## config.mk

```make
export PLATFORM = sky130hd
export DESIGN_NAME = decode_stage
export DESIGN_NICKNAME = d
export VERILOG_FILES = /design/src/rtl/decode_stage.sv
export SDC_FILE = /design/constraint.sdc
export NUM_CORES = 1
export LEC_CHECK = 0
export BUFFER_PORTS_ARGS = -buffer_cell sky130_fd_sc_hd__buf_4
export CORE_MARGIN = 2
export CORE_UTILIZATION = 31
export DETAILED_ROUTE_END_ITERATION = 10
export GPL_ROUTABILITY_DRIVEN = 0
export PLACE_DENSITY = 0.57
export SLEW_MARGIN = 10
export SYNTH_ARGS = -nofsm -noshare
export SYNTH_HDL_FRONTEND = slang
export SYNTH_SLANG_ARGS = --single-unit
```

## constraint.sdc

```tcl
create_clock -name clk -period 4.6 [get_ports clk]
set_input_delay 0.92 -clock clk [delete_from_list [all_inputs] [get_ports clk]]
set_output_delay 0.92 -clock clk [all_outputs]
set_load 0.005 [all_outputs]
```

## src/rtl/decode_stage.sv

```systemverilog
// RV32I/RV64 instruction decode stage: combinational decoder feeding a single
// valid/ready pipeline register, plus a saturating illegal-instruction counter.
module decode_stage #(
    parameter int XLEN  = 32,
    parameter bit RV64  = 1'b0,
    parameter int CNT_W = 8
) (
    input  logic             clk,
    input  logic             rst_n,
    input  logic             in_valid,
    output logic             in_ready,
    input  logic [31:0]      in_instr,
    input  logic [XLEN-1:0]  in_pc,
    input  logic             flush,
    output logic             out_valid,
    input  logic             out_ready,
    output logic [XLEN-1:0]  out_pc,
    output logic [4:0]       out_rd,
    output logic [4:0]       out_rs1,
    output logic [4:0]       out_rs2,
    output logic [XLEN-1:0]  out_imm,
    output logic [3:0]       out_alu_op,
    output logic             out_alu_src,
    output logic             out_alu_pc,
    output logic             out_branch_enable,
    output logic [2:0]       out_branch_cond,
    output logic             out_jump,
    output logic             out_jalr,
    output logic             out_mem_read,
    output logic             out_mem_write_enable,
    output logic [1:0]       out_mem_size,
    output logic             out_mem_unsigned,
    output logic             out_mem_to_reg,
    output logic             out_reg_write_enable,
    output logic             out_ill_instr,
    output logic [CNT_W-1:0] ill_count
);

    localparam logic [3:0] ALU_ADD    = 4'd0;
    localparam logic [3:0] ALU_SUB    = 4'd1;
    localparam logic [3:0] ALU_SLL    = 4'd2;
    localparam logic [3:0] ALU_SLT    = 4'd3;
    localparam logic [3:0] ALU_SLTU   = 4'd4;
    localparam logic [3:0] ALU_XOR    = 4'd5;
    localparam logic [3:0] ALU_SRL    = 4'd6;
    localparam logic [3:0] ALU_SRA    = 4'd7;
    localparam logic [3:0] ALU_OR     = 4'd8;
    localparam logic [3:0] ALU_AND    = 4'd9;
    localparam logic [3:0] ALU_PASS_1 = 4'd10;

    localparam logic [6:0] OPC_LUI    = 7'b0110111;
    localparam logic [6:0] OPC_AUIPC  = 7'b0010111;
    localparam logic [6:0] OPC_JAL    = 7'b1101111;
    localparam logic [6:0] OPC_JALR   = 7'b1100111;
    localparam logic [6:0] OPC_BRANCH = 7'b1100011;
    localparam logic [6:0] OPC_LOAD   = 7'b0000011;
    localparam logic [6:0] OPC_STORE  = 7'b0100011;
    localparam logic [6:0] OPC_OP_IMM = 7'b0010011;
    localparam logic [6:0] OPC_OP     = 7'b0110011;

    logic [6:0]  opcode;
    logic [2:0]  funct3;
    logic [6:0]  funct7;
    logic [31:0] imm_i, imm_s, imm_b, imm_u, imm_j;
    logic        shl_ok, shr_ok;

    assign opcode = in_instr[6:0];
    assign funct3 = in_instr[14:12];
    assign funct7 = in_instr[31:25];

    assign imm_i = {{20{in_instr[31]}}, in_instr[31:20]};
    assign imm_s = {{20{in_instr[31]}}, in_instr[31:25], in_instr[11:7]};
    assign imm_b = {{19{in_instr[31]}}, in_instr[31], in_instr[7], in_instr[30:25], in_instr[11:8], 1'b0};
    assign imm_u = {in_instr[31:12], 12'b0};
    assign imm_j = {{11{in_instr[31]}}, in_instr[31], in_instr[19:12], in_instr[20], in_instr[30:21], 1'b0};

    // With a 64-bit datapath, bit 25 is shamt[5] rather than part of funct7.
    generate
        if (XLEN == 64) begin : g_shamt6
            assign shl_ok = (funct7[6:1] == 6'b000000);
            assign shr_ok = (funct7[6:1] == 6'b000000) || (funct7[6:1] == 6'b010000);
        end else begin : g_shamt5
            assign shl_ok = (funct7 == 7'b0000000);
            assign shr_ok = (funct7 == 7'b0000000) || (funct7 == 7'b0100000);
        end
    endgenerate

    function automatic logic [3:0] alu_of(input logic [2:0] f3, input logic alt);
        case (f3)
            3'd0:    alu_of = alt ? ALU_SUB : ALU_ADD;
            3'd1:    alu_of = ALU_SLL;
            3'd2:    alu_of = ALU_SLT;
            3'd3:    alu_of = ALU_SLTU;
            3'd4:    alu_of = ALU_XOR;
            3'd5:    alu_of = alt ? ALU_SRA : ALU_SRL;
            3'd6:    alu_of = ALU_OR;
            default: alu_of = ALU_AND;
        endcase
    endfunction

    logic [31:0] d_imm32;
    logic [3:0]  d_alu_op;
    logic        d_alu_src, d_alu_pc, d_branch, d_jump, d_jalr;
    logic        d_mem_read, d_mem_write, d_mem_unsigned, d_mem_to_reg, d_reg_write, d_ill;
    logic [1:0]  d_mem_size;

    always_comb begin
        d_imm32        = imm_i;
        d_alu_op       = ALU_ADD;
        d_alu_src      = 1'b0;
        d_alu_pc       = 1'b0;
        d_branch       = 1'b0;
        d_jump         = 1'b0;
        d_jalr         = 1'b0;
        d_mem_read     = 1'b0;
        d_mem_write    = 1'b0;
        d_mem_size     = 2'd0;
        d_mem_unsigned = 1'b0;
        d_mem_to_reg   = 1'b0;
        d_reg_write    = 1'b0;
        d_ill          = 1'b0;
        case (opcode)
            OPC_LUI: begin
                d_alu_op    = ALU_PASS_1;
                d_alu_src   = 1'b1;
                d_reg_write = 1'b1;
                d_imm32     = imm_u;
            end
            OPC_AUIPC: begin
                d_alu_src   = 1'b1;
                d_alu_pc    = 1'b1;
                d_reg_write = 1'b1;
                d_imm32     = imm_u;
            end
            OPC_JAL: begin
                d_alu_src   = 1'b1;
                d_alu_pc    = 1'b1;
                d_jump      = 1'b1;
                d_reg_write = 1'b1;
                d_imm32     = imm_j;
            end
            OPC_JALR: begin
                d_alu_src   = 1'b1;
                d_jump      = 1'b1;
                d_jalr      = 1'b1;
                d_reg_write = 1'b1;
                d_ill       = (funct3 != 3'd0);
            end
            OPC_BRANCH: begin
                d_alu_op = ALU_SUB;
                d_branch = 1'b1;
                d_imm32  = imm_b;
                d_ill    = (funct3 == 3'd2) || (funct3 == 3'd3);
            end
            OPC_LOAD: begin
                d_alu_src      = 1'b1;
                d_mem_read     = 1'b1;
                d_mem_to_reg   = 1'b1;
                d_reg_write    = 1'b1;
                d_mem_size     = funct3[1:0];
                d_mem_unsigned = funct3[2];
                case (funct3)
                    3'd0, 3'd1, 3'd2, 3'd4, 3'd5: d_ill = 1'b0;
                    3'd3, 3'd6:                   d_ill = !RV64;
                    default:                      d_ill = 1'b1;
                endcase
            end
            OPC_STORE: begin
                d_alu_src   = 1'b1;
                d_mem_write = 1'b1;
                d_mem_size  = funct3[1:0];
                d_imm32     = imm_s;
                case (funct3)
                    3'd0, 3'd1, 3'd2: d_ill = 1'b0;
                    3'd3:             d_ill = !RV64;
                    default:          d_ill = 1'b1;
                endcase
            end
            OPC_OP_IMM: begin
                d_alu_src   = 1'b1;
                d_reg_write = 1'b1;
                d_alu_op    = alu_of(funct3, (funct3 == 3'd5) && funct7[5]);
                d_ill       = ((funct3 == 3'd1) && !shl_ok) || ((funct3 == 3'd5) && !shr_ok);
            end
            OPC_OP: begin
                d_reg_write = 1'b1;
                d_alu_op    = alu_of(funct3, funct7[5]);
                d_ill       = !((funct7 == 7'b0000000) ||
                                ((funct7 == 7'b0100000) && ((funct3 == 3'd0) || (funct3 == 3'd5))));
            end
            default: d_ill = 1'b1;
        endcase
        // An unrecognised instruction must not have any architectural side effect.
        if (d_ill) begin
            d_branch     = 1'b0;
            d_jump       = 1'b0;
            d_jalr       = 1'b0;
            d_mem_read   = 1'b0;
            d_mem_write  = 1'b0;
            d_mem_to_reg = 1'b0;
            d_reg_write  = 1'b0;
        end
    end

    logic transfer;
    assign in_ready = !out_valid || out_ready;
    assign transfer = in_valid && in_ready && !flush;

    always_ff @(posedge clk or negedge rst_n) begin
        if (!rst_n) begin
            out_valid            <= 1'b0;
            out_pc               <= '0;
            out_rd               <= '0;
            out_rs1              <= '0;
            out_rs2              <= '0;
            out_imm              <= '0;
            out_alu_op           <= '0;
            out_alu_src          <= 1'b0;
            out_alu_pc           <= 1'b0;
            out_branch_enable    <= 1'b0;
            out_branch_cond      <= '0;
            out_jump             <= 1'b0;
            out_jalr             <= 1'b0;
            out_mem_read         <= 1'b0;
            out_mem_write_enable <= 1'b0;
            out_mem_size         <= '0;
            out_mem_unsigned     <= 1'b0;
            out_mem_to_reg       <= 1'b0;
            out_reg_write_enable <= 1'b0;
            out_ill_instr        <= 1'b0;
            ill_count            <= '0;
        end else begin
            if (flush) begin
                out_valid <= 1'b0;
            end else if (transfer) begin
                out_valid            <= 1'b1;
                out_pc               <= in_pc;
                out_rd               <= in_instr[11:7];
                out_rs1              <= in_instr[19:15];
                out_rs2              <= in_instr[24:20];
                out_imm              <= XLEN'($signed(d_imm32));
                out_alu_op           <= d_alu_op;
                out_alu_src          <= d_alu_src;
                out_alu_pc           <= d_alu_pc;
                out_branch_enable    <= d_branch;
                out_branch_cond      <= funct3;
                out_jump             <= d_jump;
                out_jalr             <= d_jalr;
                out_mem_read         <= d_mem_read;
                out_mem_write_enable <= d_mem_write;
                out_mem_size         <= d_mem_size;
                out_mem_unsigned     <= d_mem_unsigned;
                out_mem_to_reg       <= d_mem_to_reg;
                out_reg_write_enable <= d_reg_write;
                out_ill_instr        <= d_ill;
            end else if (out_ready) begin
                out_valid <= 1'b0;
            end
            if (out_valid && out_ready && out_ill_instr && (ill_count != '1)) begin
                ill_count <= ill_count + 1'b1;
            end
        end
    end

endmodule

```

==> flow_metrics.py <==
metrics = {
    "outcome": {
        "status": "completed",
    },
    "die": {
        "die_width_um": 126,
        "num_rows": 44,
        "ios": 178,
        "initial_core_util_pct": 31.8,
        "dieHeight_um": 126,
        "die_area_um2": 16000,
        "core_um2": 14600,
    },
    "power_and_ir_drop": {
        "combPwrFrac_pct": 19.4,
        "ir_worst_vdd_mv": 0.200,
        "clockPowerShare_pct": 35.5,
        "internal_power_uw": 1910,
        "switching_share_pct": 25.8,
        "static-leakage-power_uw": 0.00333,
        "power_density_nw_per_um2": 398,
        "seqPwrFrac_pct": 45.1,
        "p_sw_uw": 662,
    },
    "placement": {
        "io_buffers": 177,
        "dp_cells": 848,
        "dp_slack_ns": 1.74,
        "dp_hpwl_mm": 9.73,
    },
    "global_route": {
        "grt_pass1_vias": 4004,
        "grt_antenna_before_repair": 0,
        "grt_pass1_wl_mm": 21.3,
        "grt_overflow": 0,
        "grt_max_degree": 57,
        "grt.total_usage_pct": 16.6,
    },
    "clocking": {
        "cts-resized-gates": 0,
        "cts_buffer_depth": 2,
        "cts_buffers": 9,
        "postCtsSetupRepairBufs": 0,
        "clkLatencyLatePin_ns": 0.35,
        "htree_levels": 3,
        "tritoncts": "yes",
        "cts_hold_repair.buffers": 0,
        "clk_pin_slew_ns": 0.07,
        "cts-root-buf": "clkbuf_16",
        "cts_num_sinks": 107,
    },
    "cells_and_area": {
        "fillers": 1461,
        "largest_registers": "out_imm (32), out_pc (32), ill_count (8)",
        "final_cells": 864,
        "antennaDiodeCount": 0,
        "drive_above_1_share_pct": 30.7,
        "final_cell_mix": "nand2_1, buf_4, dfrtp_1",
        "final_common_cell": "nand2_1",
        "syn2layout_area_growth_pct": 39.1,
        "final_nets": 745,
    },
    "job": {
        "maxCapViolCount": 0,
    },
    "worst_setup_path": {
        "r2r-start": "out_valid$_DFFE_PN0P_",
        "worstPathCellList": "buf_4 -> nor2b_1 -> inv_1 -> nand3b_1 -> buf_4 -> nand2_1 -> nand2_1",
        "cp-end-kind": "flop",
        "crit_path_start": "out_ready",
        "cp.required_ns": 4.88,
        "crit_slowest_cell": "nand3b_1",
        "criticalPathCategory": "input pin to flop",
        "worstPathArrival_ns": 2.78,
        "crit_family": "simple AND/OR/NAND/NOR gates",
        "start_kind": "input pin",
        "cpPeakStageDelay_ns": 0.80,
        "crit_buf_inv": 3,
        "cp_max_fo": 27,
    },
    "timing": {
        "finClkSkew_ns": 0.00754,
        "setup_viol": 0,
        "final-hold-violation-count": 0,
        "rsz0062_at_grt": "no",
        "slew_violations": 0,
        "setup_ws_ns": 2.11,
        "period_share_pct": 54.2,
        "finalCriticalPeriod_ns": 2.49,
        "finalSetupTns_ns": 0,
        "slew_headroom_pct": 23.2,
        "worst_slew_pin_slew_ns": 1.15,
        "max_freq_mhz": 401,
    },
    "yosys": {
        "synth_ff_type": "dfrtp_1",
        "ys_seq_area_share_pct": 57.7,
        "synth_edf_count": 0,
        "ys_warn_count": 0,
        "syn_area_um2": 4640,
        "synth_seq_cells": 107,
        "synthArstFlopShare_pct": 100,
        "syn_inst": 513,
        "syn-num-nets": 583,
        "synth.distinct_cells": 50,
        "syn-mean-instance-area_um2": 9.04,
    },
    "routing": {
        "via_per_inst": 4.79,
        "drtIter0Drc": 189,
        "routed_wl_mm": 13.1,
        "via_count": 4137,
        "wl_per_cell_um": 15.2,
        "dr.pass1.iters": 4,
        "ant_nets": 0,
        "drc": 0,
    },
    "worst_hold_path": {
        "hp-class": "flop to flop",
        "min_from": "out_alu_op[2]$_DFFE_PN0P_",
    },
}
-- cell type report --
cell class / count / area (um^2) / area share (%)
clock buffer: 11 / 253 / 3.92
timing repair buffer: 184 / 1390 / 21.6
clock inverter: 5 / 108 / 1.67
tap: 184 / 230 / 3.57
sequential: 107 / 2680 / 41.5
multi-input combinational: 368 / 1770 / 27.5
inverter: 5 / 18.8 / 0.291
-- layer usage --
metal  share of wire, %  wire [um]  up-vias  track usage (%)
met2                 45       5980      150             26.0
li1                   -          -     2013                -
met3                7.9       1040       15             4.26
met4                1.3        174        0             5.30
met1                 45       5950     1959             22.7
met5                  0          0        -                0
-- synth_stat cells (2+ instances only) --
cell | number | area, um^2
clkbuf_1 | 9 | 33.8
buf_2 | 13 | 65.1
nand4_1 | 5 | 31.3
buf_1 | 5 | 18.8
buf_4 | 3 | 22.5
inv_1 | 5 | 18.8
nor2_1 | 12 | 45.0
nor2b_1 | 3 | 18.8
o21ai_1 | 10 | 50.1
nand3_1 | 9 | 45.0
a22oi_1 | 4 | 30.0
nand2b_1 | 4 | 25.0
nor3_1 | 3 | 15.0
dfrtp_1 | 107 | 2680
xor2_1 | 4 | 35.0
and3_1 | 2 | 12.5
or2_2 | 2 | 12.5
o21a_1 | 3 | 22.5
nand2_1 | 211 | 792
nor4_1 | 2 | 12.5
a31oi_1 | 3 | 18.8
xnor2_1 | 4 | 35.0
o21ai_0 | 33 | 165
a21oi_1 | 28 | 140
buf_6 | 3 | 33.8
o2111ai_1 | 2 | 17.5
-- per-stage QoR --
| stage | power (uW) | area, um^2 | utilization (%) | hold slack, ns |
|---|---|---|---|---|
| 2_1_floorplan | 1350 | 4640 | - | 0.463 |
| 3_3_place_gp | 1670 | 6090 | 41.8 | 0.459 |
| 3_5_place_dp | 1680 | 6090 | 41.8 | 0.464 |
| 4_1_cts | 2610 | 6450 | 44.2 | 0.480 |
| 5_1_grt | 2710 | 6450 | 44.2 | 0.513 |
| 6_report | 2570 | 6450 | 44.2 | 0.476 |
-- final timing paths --
check	endpoint	slack [ns]	cells after the start
worst max-delay path	out_pc[21]$_DFFE_PN0P_	2.11	7
worst min-delay path	out_alu_op[2]$_DFFE_PN0P_	0.48	2
worst max register to register	out_alu_op[1]$_DFFE_PN0P_	2.27	6
max in group asynchronous	out_imm[27]$_DFFE_PN0P_	3.12	2
worst min register to register	out_alu_op[2]$_DFFE_PN0P_	0.48	2
min in group asynchronous	ill_count[7]$_DFFE_PN0P_	0.54	1
-- worst register-to-register path: stages (launching register included) --
cell	delay (ns)
dfrtp_1	0.40
nor2b_1	0.17
inv_1	0.08
nand3b_1	0.77
buf_12	0.51
a221oi_1	0.23
nor2_1	0.06
-- power by group through the flow --
stage	Clock [uW]	Sequential [uW]	Combinational [uW]
floorplan	0	1180	168
global placement	0	1170	502
detailed placement	0	1180	509
CTS	942	1160	508
global route	979	1180	556
finish	911	1160	497
-- kinds of logic (layout without fill, tap and decap cells) --
| family | count (synthesis) | count (layout) | synth area share (%) |
|---|---|---|---|
| AND/OR/NAND/NOR | 264 | 264 | 24.3 |
| flip-flops | 107 | 107 | 57.7 |
| AO/OA/AOI/OAI | 94 | 94 | 11.8 |
| buffers and inverters | 38 | 205 | 4.15 |
| XOR/XNOR | 8 | 8 | 1.51 |
| adder cells (fa/ha/maj) | 1 | 1 | 0.270 |
| multiplexers | 1 | 1 | 0.243 |
(Power assumes the default switching activity.)
